### config.mk
export PLATFORM = sky130hd
export DESIGN_NAME = mem_ctrl
export DESIGN_NICKNAME = d
export VERILOG_FILES = /design/src/rtl/mem_ctrl.sv
export SDC_FILE = /design/constraint.sdc
export NUM_CORES = 1
export LEC_CHECK = 0
export ABC_CLOCK_PERIOD_IN_PS = 4000
export CAP_MARGIN = 20
export CORE_ASPECT_RATIO = 2
export CORE_UTILIZATION = 40
export DETAILED_ROUTE_END_ITERATION = 7
export DONT_BUFFER_PORTS = 1
export PLACE_DENSITY_LB_ADDON = 0.05
export SKIP_LAST_GASP = 1
export SLEW_MARGIN = 20
export SYNTH_ARGS = -nofsm -noshare
export SYNTH_HDL_FRONTEND = slang
export SYNTH_SLANG_ARGS = --single-unit
### constraint.sdc
create_clock -name clk_in -period 4 [get_ports clk_in]
set_input_delay 1 -clock clk_in [delete_from_list [all_inputs] [get_ports clk_in]]
set_output_delay 1 -clock clk_in [all_outputs]
set_load 0.05 [all_outputs]
### src/rtl/mem_ctrl.sv
// mem_ctrl
// Shares one byte-wide RAM port between instruction fetch (IF) and
// load/store (MEM). Each granted access is split into 1, 2 or 4 byte beats
// on consecutive addresses. Bytes are little-endian, and address arithmetic
// wraps modulo 2^ADDR_W.
//
// Ports
//   clk_in, rst_in        clock and synchronous active-high reset
//   if_req_i/if_addr_i    IF word-read request (level) and fetch address
//   if_data_o/if_done_o   fetched word and its one-cycle completion pulse
//   mem_req_i/mem_we_i    MEM request (level) and store/load select
//   mem_len_i             00 byte, 01 half, 10/11 word
//   mem_addr_i            MEM base address
//   mem_wdata_i           store data, low byte first
//   mem_rdata_o           zero-extended load data
//   mem_done_o            one-cycle completion pulse
//   ram_din_i             RAM read byte, valid one cycle after the address
//   ram_dout_o/ram_a_o    registered RAM write byte and address
//   ram_wr_o              registered RAM write strobe
//   if_stall_req_o        IF stall request to the stall bus
//   mem_stall_req_o       MEM stall request to the stall bus
//
// state | meaning
// ------+--------------------------------------------------------------
// IDLE  | no access in flight; grant MEM first, then IF
// READ  | issue one address per cycle and capture bytes one cycle later
// WRITE | drive one address/byte pair per cycle with the strobe high
// DONE  | owner's done pulse is high; return to IDLE next cycle
module mem_ctrl #(
  parameter int ADDR_W = 32
) (
  input  logic              clk_in,
  input  logic              rst_in,
  input  logic              if_req_i,
  input  logic [ADDR_W-1:0] if_addr_i,
  output logic [31:0]       if_data_o,
  output logic              if_done_o,
  input  logic              mem_req_i,
  input  logic              mem_we_i,
  input  logic [1:0]        mem_len_i,
  input  logic [ADDR_W-1:0] mem_addr_i,
  input  logic [31:0]       mem_wdata_i,
  output logic [31:0]       mem_rdata_o,
  output logic              mem_done_o,
  input  logic [7:0]        ram_din_i,
  output logic [7:0]        ram_dout_o,
  output logic [ADDR_W-1:0] ram_a_o,
  output logic              ram_wr_o,
  output logic              if_stall_req_o,
  output logic              mem_stall_req_o
);

  typedef enum logic [1:0] {
    S_IDLE  = 2'd0,
    S_READ  = 2'd1,
    S_WRITE = 2'd2,
    S_DONE  = 2'd3
  } state_t;

  state_t            state_q;
  logic              owner_mem_q;   // 1 = MEM owns the access, 0 = IF
  logic [2:0]        cnt_q;         // beat index of the address on ram_a_o
  logic [2:0]        n_q;           // beats in this access
  logic [31:0]       wdata_q;
  logic [31:0]       rbuf_q;        // bytes captured so far, upper bytes 0
  logic [ADDR_W-1:0] ram_a_q;
  logic [7:0]        ram_dout_q;
  logic              ram_wr_q;
  logic [31:0]       if_data_q;
  logic [31:0]       mem_rdata_q;
  logic              if_done_q;
  logic              mem_done_q;

  logic [2:0]        n_mem;
  logic [1:0]        rd_idx;
  logic [1:0]        wr_idx;
  logic [31:0]       rd_word_d;
  logic [7:0]        wr_byte_d;

  always_comb begin
    n_mem = 3'd4;
    case (mem_len_i)
      2'b00:   n_mem = 3'd1;
      2'b01:   n_mem = 3'd2;
      default: n_mem = 3'd4;
    endcase
  end

  // The byte on ram_din_i belongs to the beat issued one cycle earlier.
  assign rd_idx = cnt_q[1:0] - 2'd1;

  always_comb begin
    rd_word_d = rbuf_q;
    case (rd_idx)
      2'd0: rd_word_d[7:0]   = ram_din_i;
      2'd1: rd_word_d[15:8]  = ram_din_i;
      2'd2: rd_word_d[23:16] = ram_din_i;
      2'd3: rd_word_d[31:24] = ram_din_i;
      default: rd_word_d = rbuf_q;
    endcase
  end

  // Byte for the next write beat. Byte 0 is loaded directly at grant.
  assign wr_idx = cnt_q[1:0] + 2'd1;

  always_comb begin
    wr_byte_d = wdata_q[7:0];
    case (wr_idx)
      2'd0: wr_byte_d = wdata_q[7:0];
      2'd1: wr_byte_d = wdata_q[15:8];
      2'd2: wr_byte_d = wdata_q[23:16];
      2'd3: wr_byte_d = wdata_q[31:24];
      default: wr_byte_d = wdata_q[7:0];
    endcase
  end

  always_ff @(posedge clk_in) begin
    if (rst_in) begin
      state_q     <= S_IDLE;
      owner_mem_q <= 1'b0;
      cnt_q       <= 3'd0;
      n_q         <= 3'd0;
      wdata_q     <= 32'd0;
      rbuf_q      <= 32'd0;
      ram_a_q     <= '0;
      ram_dout_q  <= 8'd0;
      ram_wr_q    <= 1'b0;
      if_data_q   <= 32'd0;
      mem_rdata_q <= 32'd0;
      if_done_q   <= 1'b0;
      mem_done_q  <= 1'b0;
    end else begin
      if_done_q  <= 1'b0;
      mem_done_q <= 1'b0;
      case (state_q)
        S_IDLE: begin
          cnt_q  <= 3'd0;
          rbuf_q <= 32'd0;
          if (mem_req_i) begin
            owner_mem_q <= 1'b1;
            ram_a_q     <= mem_addr_i;
            n_q         <= n_mem;
            wdata_q     <= mem_wdata_i;
            if (mem_we_i) begin
              ram_wr_q   <= 1'b1;
              ram_dout_q <= mem_wdata_i[7:0];
              state_q    <= S_WRITE;
            end else begin
              state_q <= S_READ;
            end
          end else if (if_req_i) begin
            owner_mem_q <= 1'b0;
            ram_a_q     <= if_addr_i;
            n_q         <= 3'd4;
            wdata_q     <= 32'd0;
            state_q     <= S_READ;
          end
        end

        S_READ: begin
          if (cnt_q != 3'd0) begin
            rbuf_q <= rd_word_d;
          end
          if (cnt_q == n_q) begin
            // Last byte is on ram_din_i now; publish the merged word.
            if (owner_mem_q) begin
              mem_rdata_q <= rd_word_d;
              mem_done_q  <= 1'b1;
            end else begin
              if_data_q <= rd_word_d;
              if_done_q <= 1'b1;
            end
            state_q <= S_DONE;
          end else begin
            cnt_q <= cnt_q + 3'd1;
            // Hold the final address while the last byte returns.
            if (cnt_q + 3'd1 < n_q) begin
              ram_a_q <= ram_a_q + ADDR_W'(1);
            end
          end
        end

        S_WRITE: begin
          if (cnt_q == n_q - 3'd1) begin
            ram_wr_q <= 1'b0;
            if (owner_mem_q) begin
              mem_done_q <= 1'b1;
            end else begin
              if_done_q <= 1'b1;
            end
            state_q <= S_DONE;
          end else begin
            cnt_q      <= cnt_q + 3'd1;
            ram_a_q    <= ram_a_q + ADDR_W'(1);
            ram_dout_q <= wr_byte_d;
          end
        end

        S_DONE: begin
          state_q <= S_IDLE;
        end

        default: begin
          state_q  <= S_IDLE;
          ram_wr_q <= 1'b0;
        end
      endcase
    end
  end

  assign if_data_o   = if_data_q;
  assign if_done_o   = if_done_q;
  assign mem_rdata_o = mem_rdata_q;
  assign mem_done_o  = mem_done_q;
  assign ram_dout_o  = ram_dout_q;
  assign ram_a_o     = ram_a_q;
  assign ram_wr_o    = ram_wr_q;

  assign if_stall_req_o  = if_req_i & ~if_done_q;
  assign mem_stall_req_o = mem_req_i & ~mem_done_q;

endmodule

==> flow_summary.ini <==
[clocking]
cts_tree = done
cts_hold_buf = 0
htreeDepth = 4
ctsResizeCount = 0
clock-sinks = 180
clk_pin_slew_worst_paths_ps = 70
clock_latency_ps = 440
cts_setup_buffers = 0
clock_path_buffers = 2
cts-root-buf = clkbuf_16
numCtsBuffers = 17

[grt]
grt_pass1_wl_um = 38500
grt_max_degree = 174
antenna_found_initial = 0
grt_pass1_vias = 6906
grt_use_total_pct = 22.4
grt_overflow = 0

[floorplanning]
die_w_um = 105
initial_core_util_pct = 40.8
io_pins = 220
num_rows = 75
die-area_sq_um = 22000
coreArea_sq_um = 20900
fp.dieH_um = 209

[sta]
fin_crit_sh_pct = 75.1
finalSetupViolations = 0
min_period_ps = 3000
relSlewSlack_pct = 38.6
rsz0062_at_grt = false
tns_ps = 0
fmax_mhz = 333
slew_violations = 0
hold_viol_final = 0
tightest_slew_ps = 919
fin_skew_ps = 14.8

[yosys]
synth.distinct_cells = 57
syn_area_sq_um = 8540
ys.flop_type = dfxtp_1
yosysWarnings = 0
syn_area_per_cell_sq_um = 8.30
syn-num-nets = 1156
netlist_instances = 1029
synth_edf_count = 0
yosysSeqAreaShare_pct = 42.2
async_reset_ff_share_pct = 0
synth_seq_cells = 180

[route]
drc = 0
route.vias.total = 7101
postRouteAntennaNets = 0
routed_wirelength_um = 24200
routed_via_density = 5.68
drtIter0Drc = 438
wl_per_cell_um = 19.4
firstDrtPassIters = 7

[place]
dp_hpwl_um = 16400
numPortBuffers = 0
gp_congestion = 0.792

[power_and_ir_drop]
powerDensity_nw_per_um2 = 824
vdd_drop_max_mv = 0.401
p_leak_uw = 0.00307

[worst_setup_path]
r2r_setup_slack_ps = 1000
arrival_ps = 3330
start_kind = flip-flop
crit_path_end_kind = flip-flop
worstPathRequired_ps = 4330
worstSetupPathType = reg2reg
crit_path_max_fanout = 13

[hold_path]
hp-class = reg2reg

[cells_and_area]
layout-drive-gt1-share_pct = 7.44
finalNetCount = 1098
area_growth_pct = 7.85
finalCoreUtilization_pct = 44.0
fill_cells = 2127
diodes = 0

[job]
maxCapViolCount = 0

[outcome]
status = completed
-- per-layer routing --
| layer | vias to the layer above | track usage [%] | routed length [um] |
|---|---|---|---|
| met5 | - | 0 | 0 |
| met3 | 17 | 5.15 | 1120 |
| met4 | 0 | 6.65 | 256 |
| met1 | 3333 | 23.7 | 9320 |
| met2 | 177 | 42.9 | 13500 |
| li1 | 3574 | - | - |
-- state kept, by name, summed over array words and instances (netlist names) --
name,count
if_done_o,1
ram_wr_o,1
ram_dout_o,8
owner_mem_q,1
state_q,2
cnt_q,3
mem_done_o,1
wdata_q,32
rbuf_q,32
ram_a_o,32
n_q,3
if_data_o,32
mem_rdata_o,32
-- layout by cell type, fill, tap and decap left out, types with 3 or more instances in the layout --
master / count
and4b_1: 3
nor2_1: 107
inv_1: 26
nand2_1: 107
a211oi_1: 75
clkinvlp_4: 5
a21oi_1: 106
nor3_1: 4
nand3_1: 84
mux2_2: 12
clkbuf_16: 17
nand4_1: 14
a31oi_1: 5
a222oi_1: 8
o21ai_0: 32
nor2b_1: 7
and4_1: 3
o21ai_1: 8
dfxtp_1: 180
and2_1: 7
o221a_2: 3
and3_1: 4
o31a_1: 8
nor4b_1: 3
a41oi_1: 4
a211oi_2: 4
buf_4: 15
ha_1: 15
o32ai_1: 11
mux2i_1: 59
-- layout make-up --
class / instances / area, sq um / area share (%)
sequential: 180 / 3600 / 39.1
tap: 269 / 337 / 3.65
clock buffer: 19 / 443 / 4.81
clock inverter: 10 / 101 / 1.10
timing repair buffer: 17 / 153 / 1.66
inverter: 26 / 97.6 / 1.06
multi-input combinational: 729 / 4470 / 48.6
-- logic make-up after synthesis --
family	Yosys count	share of synthesized area (%)
AOI/OAI and AO/OA	279	21.1
buffers and inverters	120	5.66
DFF	180	42.2
xor gates and xnor gates	5	0.674
and+or+nand+nor	358	19.5
muxes	71	8.50
adders and majority gates	16	2.34
-- where the power goes --
part	switching, uW	internal (uW)	total, uW	leakage (uW)
clock network	741	870	1610	0.000252
logic	1470	804	2280	0.00135
registers	1490	2210	3700	0.00147
-- worst max-delay path: stages, from the launching register on --
cell     delay (ps)
dfxtp_1         460
inv_1           150
ha_1            340
ha_1            270
nor2b_1         120
o31ai_1         290
and4_1          620
nand2_1         420
o32ai_1         230
-- cells in the mapped netlist (all sizes together) (3+ instances only) --
cell / count / area share (%)
nor2: 109 / 4.9
a21oi: 106 / 6.2
a211oi: 79 / 7.2
dfxtp: 180 / 42
and4b: 3 / 0.35
mux2: 12 / 1.6
nor3: 6 / 0.54
nand2: 107 / 4.7
nand4: 14 / 1.0
nand3: 84 / 4.9
and2: 7 / 0.51
o21ai: 41 / 2.4
and3: 4 / 0.29
ha: 16 / 2.3
mux2i: 59 / 6.9
o31a: 8 / 0.82
nor4b: 4 / 0.59
nor2b: 7 / 0.51
buf: 28 / 1.6
o32ai: 11 / 1.1
clkbuf: 66 / 2.9
a222oi: 8 / 0.94
a41oi: 4 / 0.41
and4: 4 / 0.44
inv: 26 / 1.1
o221a: 3 / 0.40
a31oi: 5 / 0.37
-- stage by stage --
step	hold slack [ps]	worst slack (ps)	cell area [sq um]	cells	power (uW)
2_1_floorplan	431	374	8540	1029	5430
3_3_place_gp	435	1060	8660	1221	6030
3_5_place_dp	439	1010	8660	1221	6040
4_1_cts	449	998	9210	1250	7660
5_1_grt	476	797	9210	1250	8040
6_report	452	996	9210	1250	7590
-- path summary, 6_finish.rpt --
| path | startpoint | end | cells after the start |
|---|---|---|---|
| max | cnt_q[0] | ram_a_o[28] | 8 |
| min | wdata_q[14] | wdata_q[14] | 2 |
| max reg2reg | cnt_q[0] | ram_a_o[28] | 8 |
| min reg2reg | wdata_q[14] | wdata_q[14] | 2 |
Power figures use the tool's default switching activity.
